`src/rtl/ex_pkg.sv`:
```
// ex_pkg: shared types and constants for the execute stage.
// The helper op_defined() honours the EX_MUL_EN macro.
package ex_pkg;
    localparam int XLEN_DEF = 64;
    localparam int OPW_DEF  = 4;
    localparam int REGW     = 5;

    typedef enum logic [3:0] {
        OP_ADD  = 4'd0,
        OP_SUB  = 4'd1,
        OP_AND  = 4'd2,
        OP_OR   = 4'd3,
        OP_XOR  = 4'd4,
        OP_SLL  = 4'd5,
        OP_SRL  = 4'd6,
        OP_SRA  = 4'd7,
        OP_SLT  = 4'd8,
        OP_SLTU = 4'd9,
        OP_MUL  = 4'd10
    } op_e;

    typedef enum logic [1:0] {
        S_IDLE,
        S_DONE,
        S_MUL_BUSY
    } state_e;

    // Ops that produce a real result; anything else writes 0 with wen dropped.
    function automatic logic op_defined(input logic [3:0] op);
`ifdef EX_MUL_EN
        return op <= 4'(OP_MUL);
`else
        return op < 4'(OP_MUL);
`endif
    endfunction
endpackage

```
`src/rtl/ex_mul_iter.sv`:
```
// ex_mul_iter: iterative shift-add multiplier, one multiplier bit per cycle.
// o_done/o_product are valid together in the final iteration cycle.
module ex_mul_iter #(
    parameter int XLEN = 64
) (
    input  logic            clk,
    input  logic            rst,
    input  logic            i_start,
    input  logic            i_kill,
    input  logic [XLEN-1:0] i_a,
    input  logic [XLEN-1:0] i_b,
    output logic            o_busy,
    output logic            o_done,
    output logic [XLEN-1:0] o_product
);
    localparam int CW = $clog2(XLEN);

    logic [CW-1:0]   r_cnt;
    logic [XLEN-1:0] r_acc;
    logic [XLEN-1:0] r_mcand;
    logic [XLEN-1:0] r_mplier;
    logic            r_busy;
    logic [XLEN-1:0] w_acc_next;

    assign w_acc_next = r_acc + (r_mplier[0] ? r_mcand : '0);
    assign o_busy     = r_busy;
    assign o_done     = r_busy && (r_cnt == CW'(XLEN - 1));
    assign o_product  = w_acc_next;

    always_ff @(posedge clk) begin
        if (rst) begin
            r_busy   <= 1'b0;
            r_cnt    <= '0;
            r_acc    <= '0;
            r_mcand  <= '0;
            r_mplier <= '0;
        end else if (i_kill) begin
            r_busy <= 1'b0;
        end else if (i_start) begin
            r_busy   <= 1'b1;
            r_cnt    <= '0;
            r_acc    <= '0;
            r_mcand  <= i_a;
            r_mplier <= i_b;
        end else if (r_busy) begin
            r_acc    <= w_acc_next;
            r_mcand  <= r_mcand << 1;
            r_mplier <= r_mplier >> 1;
            r_cnt    <= r_cnt + 1'b1;
            r_busy   <= !o_done;
        end
    end
endmodule

```
`src/rtl/ex_stage.sv`:
```
// ex_stage: execute stage holding one instruction, single-cycle ALU plus
// optional iterative MUL (enabled by macro EX_MUL_EN).
module ex_stage
    import ex_pkg::*;
#(
    parameter int XLEN = XLEN_DEF,
    parameter int OPW  = OPW_DEF
) (
    input  logic            clk,
    input  logic            rst,
    input  logic            flush_i,
    input  logic            ID_valid_i,
    output logic            EX_ready_o,
    input  logic [XLEN-1:0] ID_pc_i,
    input  logic [OPW-1:0]  ID_op_i,
    input  logic [XLEN-1:0] ID_src1_i,
    input  logic [XLEN-1:0] ID_src2_i,
    input  logic [REGW-1:0] ID_rd_i,
    input  logic            ID_wen_i,
    output logic            EX_valid_o,
    input  logic            WB_ready_i,
    output logic [XLEN-1:0] EX_pc_o,
    output logic [XLEN-1:0] EX_result_o,
    output logic [REGW-1:0] EX_rd_o,
    output logic            EX_wen_o
);
    localparam int SW = $clog2(XLEN);

    state_e          r_state;
    logic [XLEN-1:0] r_pc;
    logic [XLEN-1:0] r_result;
    logic [REGW-1:0] r_rd;
    logic            r_wen;

    op_e             w_op;
    logic [XLEN-1:0] w_alu;
    logic [SW-1:0]   w_sh;
    logic            w_def;
    logic            w_valid;
    logic            w_accept;

    assign w_op     = op_e'(4'(ID_op_i));
    assign w_sh     = ID_src2_i[SW-1:0];
    assign w_def    = op_defined(4'(ID_op_i));
    assign w_valid  = (r_state == S_DONE);
    assign w_accept = ID_valid_i && EX_ready_o && !flush_i;

    always_comb begin
        w_alu = '0;
        case (w_op)
            OP_ADD:  w_alu = ID_src1_i + ID_src2_i;
            OP_SUB:  w_alu = ID_src1_i - ID_src2_i;
            OP_AND:  w_alu = ID_src1_i & ID_src2_i;
            OP_OR:   w_alu = ID_src1_i | ID_src2_i;
            OP_XOR:  w_alu = ID_src1_i ^ ID_src2_i;
            OP_SLL:  w_alu = ID_src1_i << w_sh;
            OP_SRL:  w_alu = ID_src1_i >> w_sh;
            OP_SRA:  w_alu = $signed(ID_src1_i) >>> w_sh;
            OP_SLT:  w_alu = XLEN'($signed(ID_src1_i) < $signed(ID_src2_i));
            OP_SLTU: w_alu = XLEN'(ID_src1_i < ID_src2_i);
            default: w_alu = '0;
        endcase
    end

`ifdef EX_MUL_EN
    logic            w_is_mul;
    logic            w_mul_busy;
    logic            w_mul_done;
    logic [XLEN-1:0] w_mul_prod;

    assign w_is_mul   = (w_op == OP_MUL);
    assign EX_ready_o = (r_state == S_IDLE) || (w_valid && WB_ready_i);

    ex_mul_iter #(.XLEN(XLEN)) u_mul (
        .clk       (clk),
        .rst       (rst),
        .i_start   (w_accept && w_is_mul),
        .i_kill    (flush_i),
        .i_a       (ID_src1_i),
        .i_b       (ID_src2_i),
        .o_busy    (w_mul_busy),
        .o_done    (w_mul_done),
        .o_product (w_mul_prod)
    );
`else
    assign EX_ready_o = !w_valid || WB_ready_i;
`endif

    // Flush outranks accept/transfer; rst outranks flush.
    always_ff @(posedge clk) begin
        if (rst) begin
            r_state  <= S_IDLE;
            r_pc     <= '0;
            r_result <= '0;
            r_rd     <= '0;
            r_wen    <= 1'b0;
        end else if (flush_i) begin
            r_state <= S_IDLE;
        end else if (w_accept) begin
            r_pc     <= ID_pc_i;
            r_rd     <= ID_rd_i;
            r_wen    <= ID_wen_i && w_def;
            r_result <= w_alu;
`ifdef EX_MUL_EN
            r_state  <= w_is_mul ? S_MUL_BUSY : S_DONE;
`else
            r_state  <= S_DONE;
`endif
        end else if (w_valid && WB_ready_i) begin
            r_state <= S_IDLE;
        end
`ifdef EX_MUL_EN
        else if (w_mul_busy && w_mul_done) begin
            r_state  <= S_DONE;
            r_result <= w_mul_prod;
        end
`endif
    end

    assign EX_valid_o  = w_valid;
    assign EX_pc_o     = r_pc;
    assign EX_result_o = r_result;
    assign EX_rd_o     = r_rd;
    assign EX_wen_o    = r_wen && w_valid;
endmodule

```
`config.mk`:
```
export PLATFORM = sky130hd
export DESIGN_NAME = ex_stage
export DESIGN_NICKNAME = d
export VERILOG_FILES = /design/src/rtl/ex_pkg.sv /design/src/rtl/ex_mul_iter.sv /design/src/rtl/ex_stage.sv
export SDC_FILE = /design/constraint.sdc
export NUM_CORES = 1
export LEC_CHECK = 0
export CORE_AREA = 4 4 294 325
export CTS_CLUSTER_DIAMETER = 30
export DETAILED_ROUTE_END_ITERATION = 10
export DIE_AREA = 0 0 298 329
export PLACE_DENSITY_LB_ADDON = 0.12
export SLEW_MARGIN = 25
export SYNTH_ARGS = -nofsm -noshare
export SYNTH_HDL_FRONTEND = slang
export SYNTH_SLANG_ARGS = --single-unit
```
`constraint.sdc`:
```
create_clock -name clk -period 5.28 [get_ports clk]
set_clock_uncertainty 0.05 [all_clocks]
set_input_delay 0.528 -clock clk [delete_from_list [all_inputs] [get_ports clk]]
set_output_delay 0.528 -clock clk [all_outputs]
set_load 0.1 [all_outputs]
```
==> results of run 1 <==
## power by group
group          leakage [nW]  total (mW)  internal [mW]  switching, mW
sequential             1.10        1.09           1.06         0.0276
clock                 0.295        1.30          0.639          0.663
combinational          11.0        3.58           1.16           2.42
total                  12.4        5.97           2.86           3.11
## synth_stat cells, drive strengths merged (42+ instances only)
cell type | instances | area share
clkbuf | 192 | 0.029
a211oi | 58 | 0.018
a221oi | 57 | 0.020
o21ai | 210 | 0.042
nand4 | 42 | 0.011
mux2i | 129 | 0.053
inv | 198 | 0.030
nor4 | 42 | 0.011
nand2 | 390 | 0.059
buf | 86 | 0.019
ha | 193 | 0.097
nor2 | 441 | 0.067
nor3 | 76 | 0.015
nand3 | 50 | 0.010
dfxtp | 135 | 0.11
mux4 | 119 | 0.11
a21oi | 406 | 0.082
## worst max path at each step
stage	start	end	slack (ns)	cells after the start
floorplan	ID_src2_i[4]	EX_result_o[62]$_SDFFE_PP0P_	0.51	17
global placement	ID_src1_i[48]	EX_result_o[46]$_SDFFE_PP0P_	0.05	13
detailed placement	ID_src1_i[32]	EX_result_o[62]$_SDFFE_PP0P_	0.14	14
CTS	ID_src1_i[32]	EX_result_o[62]$_SDFFE_PP0P_	0.70	14
global route	ID_src1_i[0]	EX_result_o[60]$_SDFFE_PP0P_	0.48	14
finish	ID_src1_i[0]	EX_result_o[60]$_SDFFE_PP0P_	0.45	14
## state kept, by name (all words and copies together) (netlist names)
name and count:
EX_pc_o 64, EX_result_o 64, EX_rd_o 5, r_state 1, r_wen 1
## cells in the final DEF, fill, tap and decap left out, drive strengths merged, types with 19 or more instances in the layout
cell type / netlist / layout
a21o: 27 / 27
mux2i: 129 / 129
dfxtp: 135 / 135
a21oi: 406 / 406
mux2: 28 / 28
o21bai: 31 / 31
a221o: 26 / 26
o2111ai: 26 / 26
a31oi: 19 / 19
nand3: 50 / 50
o221ai: 26 / 26
nor3: 76 / 76
inv: 198 / 210
nand4: 42 / 42
mux4: 119 / 119
clkdlybuf4s50: 0 / 335
nor4: 42 / 42
and2: 19 / 19
nor2b: 26 / 26
nor2: 441 / 441
a211oi: 58 / 58
a221oi: 57 / 57
o21ai: 210 / 210
o211ai: 39 / 39
a22oi: 39 / 39
o31ai: 34 / 34
o22ai: 27 / 27
ha: 193 / 193
buf: 86 / 294
nand2: 390 / 390
## worst max-delay path, delay by kind of cell
family                     cells  cell delay, ns
adders and majority gates      2            0.63
buffers and inverters          2            0.72
AOI/OAI and AO/OA              9            3.07
and+or+nand+nor                1            0.18
## logic make-up (layout without fill, tap and decap cells)
| kind of cell | after synthesis | after routing | share of synthesized area |
|---|---|---|---|
| compound gates | 1208 | 1208 | 0.321 |
| flops | 135 | 135 | 0.109 |
| mux | 276 | 276 | 0.175 |
| xor+xnor | 18 | 18 | 0.00636 |
| fa+ha+maj | 195 | 195 | 0.0991 |
| buf+inv | 478 | 862 | 0.0785 |
| simple gates | 1179 | 1179 | 0.211 |
## through the flow
stage | hold WS [ns] | utilization | instances | power [mW] | cell area [um2]
finish | 0.403 | 0.341 | 5063 | 5.97 | 31500
global route | 0.419 | 0.341 | 5063 | 6.17 | 31500
CTS | 0.405 | 0.341 | 5063 | 5.92 | 31400
detailed placement | 0.395 | 0.334 | 5031 | 4.57 | 30800
global placement | 0.393 | 0.334 | 5031 | 4.60 | 30800
floorplan | 0.418 | - | 3489 | 3.05 | 24800
## cell type report
class	count	area share
Clock inverter	15	0.00545
Multi-Input combinational cell	2876	0.642
Inverter	200	0.0239
Clock buffer	17	0.0135
Tap cell	1190	0.0473
Sequential cell	135	0.0859
Timing Repair Buffer	630	0.182
## layer usage
metal	vias to the layer above	GRT usage	part of all wire
met3	500	0.0542	0.071
met4	4	0.298	0.11
li1	13800	-	-
met2	1893	0.531	0.44
met1	15200	0.399	0.38
met5	-	0	0.00018
==> results, run 1 <==
- The worst hold endpoint is EX_pc_o[42]$_SDFFE_PP0P_.
- The detail route stage leaves a number of antenna-violating nets equal to 0.
- The number of buffers created by CTS is 17.
- The summed negative setup slack over all endpoints is 0 ns.
- IR analysis of the VDD net gives a maximum drop of 260 uV.
- The areal power density over the cells is about 190 nW/um2.
- Of the cells placed in the final design, the portion with a size suffix greater than 1 is 0.134.
- The synthesized net count is 3,891.
- The mean area per synthesized cell is ~7.1 um2.
- The number of clock sinks is 135.
- At the worst endpoint, the required time is 5.63 ns.
- The reg-to-reg setup timing slack is 1.68 ns.
- TritonCTS built the clock tree.
- The number of global-route vias before repair is 30.2k.
- The floorplan step set the die height to about 330 um.
- In the routed layout, each cell is associated on average with a via count of 6.21.
- The number of slew-limit violations in the final report was 0.
- During I/O placement, the number of pins put on the boundary was 343.
- Synthesis produced a netlist whose cell count is 3,489.
- The depth of the most critical reg-to-reg path is 12.
- At the end of the flow, the number of nets in the layout was 4,262.
- The setup slack at placement is 0.142 ns.
- The detailed-routing iteration count for the pre-antenna-repair pass is 6.
- The remaining max-slew budget at the tightest pin is 0.251.
- The setup violation total in the final timing report is 0.
- The sequential standard cell area is 2700 um2.
- During synthesis, Yosys emitted a total of 0 warnings.
- The detail-routed net length per standard cell is 34.1 um.
- Across all setup checks in the final design, the least slack found is 0.455 ns.
- The width of the die is slightly below 300 um.
- The die covers around 98,000 um2.
- The clock transition at the register clock pins on the worst setup and hold paths after CTS is 0.08 ns.
- For this run, the register share of the synthesized area comes to 0.109.
- The insertion delay of the later-clocked pin in the worst-skew pair is 0.50 ns.
- The sum of overflow across all layers after global routing is 0.
- The floorplan step defined a core boundary enclosing around 92,000 um2.
- Hold repair after CTS inserted 0 buffers.
- The stage delay of the slowest cell on the critical path is about 0.64 ns.
- The total wire length after detailed routing is 172 mm.
- In this design, the critical path's most frequently occurring cell is sky130_fd_sc_hd__a2111oi_0.
- After floorplanning, the core was divided into around 120 placement rows.
- The class of the worst hold path is reg -> reg.
- In the synthesized netlist the async set-or-reset flop fraction comes to 0.
- The total count of hold-check failures in the final report is 0.
- The number of setup buffers added after CTS is 0.
- The area taken by multi-input logic gates is between 20,000 and 25,000 um2.
- For this configuration, the core starts out at a cell density of 0.269.
- CTS built an H-tree with a depth of 4.
- At the pin with the least slew margin, the transition time is 1.11 ns.
- After detailed routing, the number of remaining DRC violations is 0.
- In this run the critical register-to-register path is captured at EX_result_o[41]$_SDFFE_PP0P_.
- Counting flops and latches in the post-synthesis netlist gives 135.
- Setup repair after global routing left no endpoint under its margin.
- The maximum number of pins on one net before global-route repair is 149.
- For this run, the leading register cell type out of synthesis is sky130_fd_sc_hd__dfxtp_1.
- 0 antenna diodes ended up in the layout.
- The type of element capturing the critical path is a register.
- The first global-routing pass estimated between 200 and 250 mm of wire.
- The minimum clock period is slightly below 5 ns.
- The half-perimeter wire length of the detailed placement result is 139 mm.
- The startpoint identified for the worst hold timing path is EX_pc_o[42]$_SDFFE_PP0P_.
- The mapped netlist covers 24,800 um2.
- For this run, the total global-route usage over all layers was measured as 0.337.
- The critical-path cell with the highest stage delay is sky130_fd_sc_hd__clkdlybuf4s50_1.
- Derived from the worst setup path, the maximum achievable clock frequency is 207 MHz.
- The growth of design area from synthesis to finish is 27.0%.
- The launch instance of the worst register-to-register path is r_state[0]$_SDFFE_PP0P_.
- The startpoint kind of the worst setup timing path is an input pin.
- In this run the tool buffered the top-level ports with 342 buffer cells.
- The number of distinct library cells after synthesis is 93.
- Clock tree synthesis selected as its root buffer the cell sky130_fd_sc_hd__clkbuf_16.
- Along the worst path, the maximum fanout reaches 5.
- The fill cell instance count of the final layout is 10.1k.
- The worst setup path is of the in -> reg kind.
- The signal on the critical path passes through clkdlybuf4s50_1, ha_1, inv_1, fa_1, nand2b_1, a21o_1, a21bo_2, o2111ai_1, a31oi_1, o21ai_0, a31o_2, a2111oi_0, o311a_1, a2111oi_0.
- The data arrival at the endpoint of the critical path is approximately 5.2 ns.
- The instance count along the most critical hold path is 2.
- The DRC marker count from the first detailed-route iteration is between 3k and 4k.
- The initial antenna violation count was 4.
- Counting along the longest clock path gives a buffer depth of 2.
- The post-route clock period utilization is 0.914.
- The total of cells resized after clock tree synthesis is 0.
- The number of enable flip-flop cells after synthesis is 0.
- The leakage power figure is 12.4 nW.
- The congestion estimate from routability-driven global placement came to 1.07.
- The number of max-capacitance violations reported is 0.
- The run finished with clean final reports.
- Summing over every cut layer, the via total after detailed routing is about 31k.
Power figures use the tool's default switching activity.
==> run 2: changes to the inputs <==
Settings changed: SETUP_SLACK_MARGIN from default to 0.15.
==> results of run 2 <==
No change in the layout: final DEF, timing and power equal those of run 1.
